[config.mk]
export PLATFORM = sky130hd
export DESIGN_NAME = dmem_arbiter
export DESIGN_NICKNAME = d
export VERILOG_FILES = /design/src/rtl/dmem_arbiter_pkg.sv /design/src/rtl/dmem_arbiter_arb_pick.sv /design/src/rtl/dmem_arbiter.sv
export SDC_FILE = /design/constraint.sdc
export NUM_CORES = 1
export LEC_CHECK = 0
export CAP_MARGIN = 20
export CORE_MARGIN = 10
export CORE_UTILIZATION = 21
export CTS_BUF_LIST = sky130_fd_sc_hd__clkbuf_8 sky130_fd_sc_hd__clkbuf_16
export CTS_CLUSTER_DIAMETER = 30
export CTS_CLUSTER_SIZE = 25
export DETAILED_ROUTE_END_ITERATION = 10
export PLACE_DENSITY_LB_ADDON = 0.2
export SKIP_CTS_REPAIR_TIMING = 1
export SLEW_MARGIN = 15
export SYNTH_ARGS = -nofsm -noshare
export SYNTH_HDL_FRONTEND = slang
export SYNTH_SLANG_ARGS = --single-unit
[constraint.sdc]
create_clock -name clk -period 2.1 [get_ports clk]
set_input_delay 0.63 -clock clk [delete_from_list [all_inputs] [get_ports clk]]
set_output_delay 0.63 -clock clk [all_outputs]
set_load 0.005 [all_outputs]
[src/rtl/dmem_arbiter_pkg.sv]
// Shared types and constants for the data-RAM arbiter.
package dmem_arbiter_pkg;

  typedef enum logic [1:0] {
    S_IDLE  = 2'd0,
    S_ISSUE = 2'd1,
    S_RESP  = 2'd2
  } state_e;

  localparam logic P_CPU = 1'b0;
  localparam logic P_LDR = 1'b1;

  function automatic logic other_port(input logic port);
    return ~port;
  endfunction

endpackage

[src/rtl/dmem_arbiter_arb_pick.sv]
// Combinational winner select for simultaneous requests.
// ARB_ROUND_ROBIN_EN: ties go to the port that did not own the last access; otherwise the loader wins.
module arb_pick
  import dmem_arbiter_pkg::*;
(
  input  logic req0_i,
  input  logic req1_i,
`ifdef ARB_ROUND_ROBIN_EN
  input  logic last_i,
`endif
  output logic winner_o
);

  // Pick a winner; a lone requester always wins.
  always_comb begin
    winner_o = P_CPU;
    if (req0_i && req1_i) begin
`ifdef ARB_ROUND_ROBIN_EN
      winner_o = other_port(last_i);
`else
      winner_o = P_LDR;
`endif
    end else if (req1_i) begin
      winner_o = P_LDR;
    end else begin
      winner_o = P_CPU;
    end
  end

endmodule

[src/rtl/dmem_arbiter.sv]
// Shares the single-port data RAM between the CPU (port 0) and the loader (port 1).
// Tie-break policy selected by ARB_ROUND_ROBIN_EN (default: loader priority).
module dmem_arbiter
  import dmem_arbiter_pkg::*;
#(
  parameter int ADDR_W = 16,
  parameter int DATA_W = 32
) (
  input  logic                clk,
  input  logic                rst_n,
  input  logic                m0_req_i,
  input  logic                m0_we_i,
  input  logic [DATA_W/8-1:0] m0_be_i,
  input  logic [ADDR_W-1:0]   m0_addr_i,
  input  logic [DATA_W-1:0]   m0_wdata_i,
  output logic                m0_ack_o,
  output logic [DATA_W-1:0]   m0_rdata_o,
  input  logic                m1_req_i,
  input  logic                m1_we_i,
  input  logic [DATA_W/8-1:0] m1_be_i,
  input  logic [ADDR_W-1:0]   m1_addr_i,
  input  logic [DATA_W-1:0]   m1_wdata_i,
  output logic                m1_ack_o,
  output logic [DATA_W-1:0]   m1_rdata_o,
  output logic                ram_en_o,
  output logic                ram_we_o,
  output logic [DATA_W/8-1:0] ram_be_o,
  output logic [ADDR_W-3:0]   ram_addr_o,
  output logic [DATA_W-1:0]   ram_wdata_o,
  input  logic [DATA_W-1:0]   ram_rdata_i
);

  state_e state_q, state_d;
  logic   owner_q, owner_d;
  logic   winner_s;
  logic   other_req_s;

  logic                sel_we_s;
  logic [DATA_W/8-1:0] sel_be_s;
  logic [ADDR_W-3:0]   sel_waddr_s;
  logic [DATA_W-1:0]   sel_wdata_s;

  // Byte-offset bits play no part in a word-aligned RAM access.
  logic unused_addr_lsb_s;
  assign unused_addr_lsb_s = ^{m0_addr_i[1:0], m1_addr_i[1:0]};

`ifdef ARB_ROUND_ROBIN_EN
  logic last_q, last_d;

  arb_pick u_arb_pick (
    .req0_i   (m0_req_i),
    .req1_i   (m1_req_i),
    .last_i   (last_q),
    .winner_o (winner_s)
  );

  // Owner of the most recently completed access.
  always_ff @(posedge clk or negedge rst_n) begin
    if (!rst_n) begin
      last_q <= P_CPU;
    end else begin
      last_q <= last_d;
    end
  end

  // Record the finishing owner on each completion.
  always_comb begin
    last_d = last_q;
    if (state_q == S_RESP) begin
      last_d = owner_q;
    end else begin
      last_d = last_q;
    end
  end
`else
  arb_pick u_arb_pick (
    .req0_i   (m0_req_i),
    .req1_i   (m1_req_i),
    .winner_o (winner_s)
  );
`endif

  // FSM state and current owner.
  always_ff @(posedge clk or negedge rst_n) begin
    if (!rst_n) begin
      state_q <= S_IDLE;
      owner_q <= P_CPU;
    end else begin
      state_q <= state_d;
      owner_q <= owner_d;
    end
  end

  assign other_req_s = (owner_q == P_LDR) ? m0_req_i : m1_req_i;

  // Next state: the non-owner gets a direct handoff out of RESP.
  always_comb begin
    state_d = state_q;
    owner_d = owner_q;
    case (state_q)
      S_IDLE: begin
        if (m0_req_i || m1_req_i) begin
          state_d = S_ISSUE;
          owner_d = winner_s;
        end else begin
          state_d = S_IDLE;
        end
      end
      S_ISSUE: begin
        state_d = S_RESP;
      end
      S_RESP: begin
        if (other_req_s) begin
          state_d = S_ISSUE;
          owner_d = other_port(owner_q);
        end else begin
          state_d = S_IDLE;
        end
      end
      default: begin
        state_d = S_IDLE;
        owner_d = P_CPU;
      end
    endcase
  end

  // Request fields of the current owner.
  always_comb begin
    sel_we_s    = 1'b0;
    sel_be_s    = {(DATA_W/8){1'b0}};
    sel_waddr_s = {(ADDR_W-2){1'b0}};
    sel_wdata_s = {DATA_W{1'b0}};
    if (owner_q == P_LDR) begin
      sel_we_s    = m1_we_i;
      sel_be_s    = m1_be_i;
      sel_waddr_s = m1_addr_i[ADDR_W-1:2];
      sel_wdata_s = m1_wdata_i;
    end else begin
      sel_we_s    = m0_we_i;
      sel_be_s    = m0_be_i;
      sel_waddr_s = m0_addr_i[ADDR_W-1:2];
      sel_wdata_s = m0_wdata_i;
    end
  end

  // RAM strobes only in ISSUE; an all-zero byte mask degrades to a read.
  always_comb begin
    ram_en_o    = 1'b0;
    ram_we_o    = 1'b0;
    ram_be_o    = {(DATA_W/8){1'b0}};
    ram_addr_o  = {(ADDR_W-2){1'b0}};
    ram_wdata_o = {DATA_W{1'b0}};
    if (state_q == S_ISSUE) begin
      ram_en_o    = 1'b1;
      ram_we_o    = sel_we_s & (|sel_be_s);
      ram_be_o    = sel_be_s;
      ram_addr_o  = sel_waddr_s;
      ram_wdata_o = sel_wdata_s;
    end else begin
      ram_en_o    = 1'b0;
    end
  end

  // Completion pulse and read data go to the owner only.
  always_comb begin
    m0_ack_o   = 1'b0;
    m1_ack_o   = 1'b0;
    m0_rdata_o = {DATA_W{1'b0}};
    m1_rdata_o = {DATA_W{1'b0}};
    if (state_q == S_RESP) begin
      if (owner_q == P_LDR) begin
        m1_ack_o   = 1'b1;
        m1_rdata_o = ram_rdata_i;
      end else begin
        m0_ack_o   = 1'b1;
        m0_rdata_o = ram_rdata_i;
      end
    end else begin
      m0_ack_o = 1'b0;
    end
  end

endmodule

# == After elaboration in Yosys (flattened, before gate mapping) ==
# Cells that the tools add are included.
# totals
inputBits,142
register_bits,3
# op_classes
n_mux,26
reduce_logical,5
n_eq_ne,4
bitwise,3
# ops
op,n
$mux 32,6
$mux 14,2
$mux 1,14
$mux 4,2
$pmux 2 s3,1
$ne 2x2->1 const B,2
$reduce_or 4->1,1
$pmux 1 s3,1
$reduce_and 3->1,1
$eq 2x1->1 const B,1
$eq 2x2->1 const B,1
$logic_not 2->1,1
$not 1->1,2
$and 1x1->1,1
$logic_and 1x1->1,1
$logic_or 1x1->1,1

# == Longest topological paths before layout ==
# depth
ltp_word,4
ltp_mapped,4
depth_no_buf,3

# == Modules after synthesis ==
# From an unflattened synthesis, not the netlist that was laid out.
# hier_totals
hier_cells,208
hier_area_um2,1391.3
# by_module_without_submodules
mod,n_inst,area_each_um2,seq_area_each_um2,cells_each
dmem_arbiter,1,1387.6,75.1,207
arb_pick,1,3.8,0.0,1

# == Worst setup path after synthesis ==
# No wires, ideal clock.
# synth_path
path_type,input to output
startpoint,input m1_be_i[1]
endpoint,output ram_we_o
cell_stages,3
setup_slack_ns,0.401
arrival_ns,1.069
cell_sequence,nor4_1 a211o_1 a21oi_1
# synth_via
elab_chain_len,4
# synth_lines
item,line_no,rtl
from (decl),dmem_arbiter.sv:20,"input logic [DATA_W/8-1:0] m1_be_i,"
$mux 4,dmem_arbiter.sv:133,if (owner_q == P_LDR) begin
$reduce_or 4->1,dmem_arbiter.sv:155,ram_we_o = sel_we_s & (|sel_be_s);
$and 1x1->1,dmem_arbiter.sv:155,
$mux 1,dmem_arbiter.sv:153,if (state_q == S_ISSUE) begin
to (decl),dmem_arbiter.sv:26,"output logic ram_we_o,"
# No other way between the ends.

# == Final worst setup path ==
# layout_path
startpoint,register owner_q
endpoint,output m1_rdata_o[15]
# layout_via
elab_chain_len,2
# layout_lines
item,line_no,rtl
from (decl),dmem_arbiter.sv:34,"logic owner_q, owner_d;"
from (signal assigned),dmem_arbiter.sv:90,owner_q <= owner_d;
$mux 32,dmem_arbiter.sv:171,if (owner_q == P_LDR) begin
$mux 32,dmem_arbiter.sv:170,if (state_q == S_RESP) begin
to (decl),dmem_arbiter.sv:24,"output logic [DATA_W-1:0] m1_rdata_o,"
# No other way between the ends.

==> results by stage <==
Floorplan:
- The horizontal die dimension is 102 um.
- For this configuration, the core starts out at a cell density of 0.218.
- The count of standard-cell rows is 29.
- The core region is 6420 um2.
- The overall die area is 10300 um2.
- The overall die height is 102 um.
- The I/O pin count is 260.

Setup path:
- The most numerous cell type found on the critical path is sky130_fd_sc_hd__buf_4.
- Data on the critical path arrives at its endpoint at 1710 ps.
- The setup path with the least slack is of type flip-flop to primary output.
- The maximum fanout count along the critical path is 5.
- The slowest stage of the critical path is the sky130_fd_sc_hd__dfrtp_2 cell.
- For this run, the slowest stage of the critical path takes 450 ps.
- The type of origin of the critical path is a flip-flop.
- For the worst setup path, the data required time is 1470 ps.
- Together, buffers and inverters on the worst path number 5.
- The worst setup path is captured at a primary output.
- Traced cell by cell, the critical path runs through and3b_2 -> buf_12 -> clkbuf_16 -> buf_4 -> buf_4 -> and2_1 -> clkbuf_2.
- The top cell family by delay on the critical path is buffers and inverters.

STA:
- The setup skew after layout is 1.19 ps.
- Setup violations remaining at the end of the flow were counted as 10.
- The share of the clock period used by the worst path is 1.11.
- Across all hold checks on the routed design, the worst slack comes to 585 ps.
- The worst path setup slack after routing is -237 ps.
- The sum of negative setup slack is -1170 ps.
- The post-layout minimum cycle time is 2340 ps.
- The max-slew violation count was 0.
- The worst max-slew margin expressed relative to the limit is 0.835.
- The achievable clock frequency is 0.428 GHz.
- Setup repair after global routing could not meet its margin everywhere.
- For the pin with the worst max-slew slack, the measured transition is 245 ps.
- The count of endpoints failing hold in the final timing report is 0.

Clock tree:
- After clock tree synthesis, the clock-pin slew on the worst setup and hold paths is 30 ps.
- For this design, the sink count on the clock tree is 3.
- TritonCTS built the clock tree.
- Clock latency on the worst-skew pair, taken at its later pin, is 210 ps.
- The clock passes through at most 2 buffers.
- The clock tree root buffer cell is sky130_fd_sc_hd__clkbuf_8.
- CTS built an H-tree with a depth of 1.
- The total CTS buffers is 3.

Detailed routing:
- The total via count in the routed design is 2395.
- The routed design has 10.4 mm of wire.
- The remaining antenna violation count after routing is 0.
- Dividing the detail-routed wire length by the instance count gives 19.3 um.
- The residual DRC count is 0.
- In the routed layout, each cell is associated on average with a via count of 4.44.
- After the first detailed-routing iteration, the DRC count stood at 26.
- The pre-antenna-repair detailed-routing pass consisted of 3 iterations.

Run:
- Max-cap violations in this run came to 0.

Synthesis:
- By area the synthesized netlist is led by sky130_fd_sc_hd__mux2i_1, sky130_fd_sc_hd__and2_1, sky130_fd_sc_hd__nor2_1, sky130_fd_sc_hd__dfrtp_1, sky130_fd_sc_hd__buf_6.
- The library cell with the largest summed area after synthesis is sky130_fd_sc_hd__mux2i_1.
- The share of the synthesized area in the top cell type is 0.385.
- The per-instance average area after synthesis is 6.94 um2.
- The number of instances in the synthesized netlist is 202.
- The share of the yosys chip area belonging to registers is 0.0535.
- The number of flops mapped to enable cells by yosys is 0.
- The netlist uses 19 different library cells.
- The area of the mapped netlist is 1400 um2.
- Among all flip-flop cells after synthesis, the most frequent one is sky130_fd_sc_hd__dfrtp_1.
- The total nets after synthesis is 344.
- The number of flip-flops and latches in the synthesized netlist is 3.
- In the synthesized netlist the async set-or-reset flop fraction comes to 1.00.
- The yosys synthesis warning count is 0.

Pwr:
- The static leakage is 3.56 nW.
- VDD sags by at most 0.392 mV.
- In this run the power density over the cells is 739 nW/um2.
- Power comes to 3.25 mW.

Place:
- The number of input and output port buffers inserted is 255.
- The setup slack after placement is -660 ps.
- At the end of routability-driven placement, the weighted congestion stood at 0.802.
- The placement-stage cell area is 4050 um2.
- The placed wire-length estimate after detailed placement is 8.69 mm.

Global route:
- Entering global routing, the biggest net connects 34 pins.
- The total track usage is 0.174.
- The first-pass GRT wire length is 14.3 mm.
- The number of antenna violations at the first check in global routing came to 0.
- The number of global-route vias before repair came to 2489.
- The overall overflow remaining after global route is 0.

Run status:
- The checks that failed: negative setup slack.
- The run finished, with violations left.

Cells and area:
- The area added between synthesis and finish is 214%.
- The fraction of layout instances using a drive strength above 1 is 0.115.
- The most common cell after layout, fill and taps aside is sky130_fd_sc_hd__clkdlybuf4s50_1.
- After routing the design area is 4400 um2.
- Fill cells in the final layout number 518.
- The area taken by flip-flops and latches is 77.6 um2.
- The library cells used most frequently in the layout, excluding fill and tap cells, are sky130_fd_sc_hd__clkdlybuf4s50_1, sky130_fd_sc_hd__dlymetal6s2s_1, sky130_fd_sc_hd__and2_1, sky130_fd_sc_hd__mux2i_1, sky130_fd_sc_hd__nor2_1.
- In the final layout, the multi-input gates occupy 1230 um2.
- The net count reported at finish is 605.
- 0 antenna diodes ended up in the layout.

Hold path:
- The class of the most critical hold timing path is flip-flop to flip-flop.
[power by group]
part / leakage, nW / internal [mW] / total [mW] / switching, mW
Clock: 0.0269 / 0.124 / 0.160 / 0.0355
Sequential: 0.0342 / 0.0911 / 0.138 / 0.0468
Combinational: 3.50 / 1.75 / 2.95 / 1.21
[flip-flops by register name, indices dropped and copies added, names as in the netlist]
signal and flops:
state_q 2, owner_q 1
[cell usage after synthesis (2+ instances only)]
cell type / count
sky130_fd_sc_hd__buf_2: 5
sky130_fd_sc_hd__clkbuf_1: 5
sky130_fd_sc_hd__and2_1: 64
sky130_fd_sc_hd__nor2_1: 52
sky130_fd_sc_hd__mux2i_1: 54
sky130_fd_sc_hd__dfrtp_1: 3
sky130_fd_sc_hd__inv_1: 2
sky130_fd_sc_hd__clkbuf_2: 2
sky130_fd_sc_hd__buf_6: 5
[per-layer routing]
metal	vias to the layer above	share of wire	global-route usage	routed length (um)
met5	-	0	0	0
met4	0	0.022	0.0385	225
met3	14	0.14	0.0871	1440
met2	156	0.52	0.332	5370
met1	1048	0.32	0.163	3340
li1	1177	-	-	-
[metrics by stage]
| step | instances | util |
|---|---|---|
| 6_report | 539 | 0.685 |
| 5_1_grt | 539 | 0.685 |
| 3_5_place_dp | 526 | 0.631 |
| 2_1_floorplan | 202 | - |
| 3_3_place_gp | 526 | 0.631 |
| 4_1_cts | 530 | 0.638 |
[kinds of logic after synthesis]
family                 Yosys count  synth area share
multiplexers                    54             0.385
AND/OR/NAND/NOR                121             0.452
buffers and inverters           20            0.0892
AO/OA/AOI/OAI                    4            0.0196
flip-flops                       3            0.0535
[path summary, 6_finish.rpt]
kind                                       from                   end  slack, ps  cells past startpoint
setup / recovery            owner_q$_DFFE_PN0P_        m1_rdata_o[15]       -240                      7
hold / removal             state_q[1]$_DFF_PN0_   owner_q$_DFFE_PN0P_        590                      2
setup reg to reg            owner_q$_DFFE_PN0P_  state_q[0]$_DFF_PN0_        850                      4
hold reg to reg            state_q[1]$_DFF_PN0_   owner_q$_DFFE_PN0P_        590                      2
max in group asynchronous                 rst_n  state_q[0]$_DFF_PN0_       1350                      1
min in group asynchronous                 rst_n   owner_q$_DFFE_PN0P_        600                      1
[area by class of cell]
class | instances | area share
Clock buffer | 3 | 0.00938
Clock inverter | 1 | 0.000853
Inverter | 2 | 0.00171
Multi-Input combinational cell | 179 | 0.279
Sequential cell | 3 | 0.0176
Tap cell | 77 | 0.0219
Timing Repair Buffer | 274 | 0.669
[tightest hold or removal path: stages, from the launching register on]
cell,delay (ps)
sky130_fd_sc_hd__dfrtp_1,370
sky130_fd_sc_hd__buf_4,120
sky130_fd_sc_hd__o22ai_1,50
Note: power is estimated with default switching activity, not from simulation.
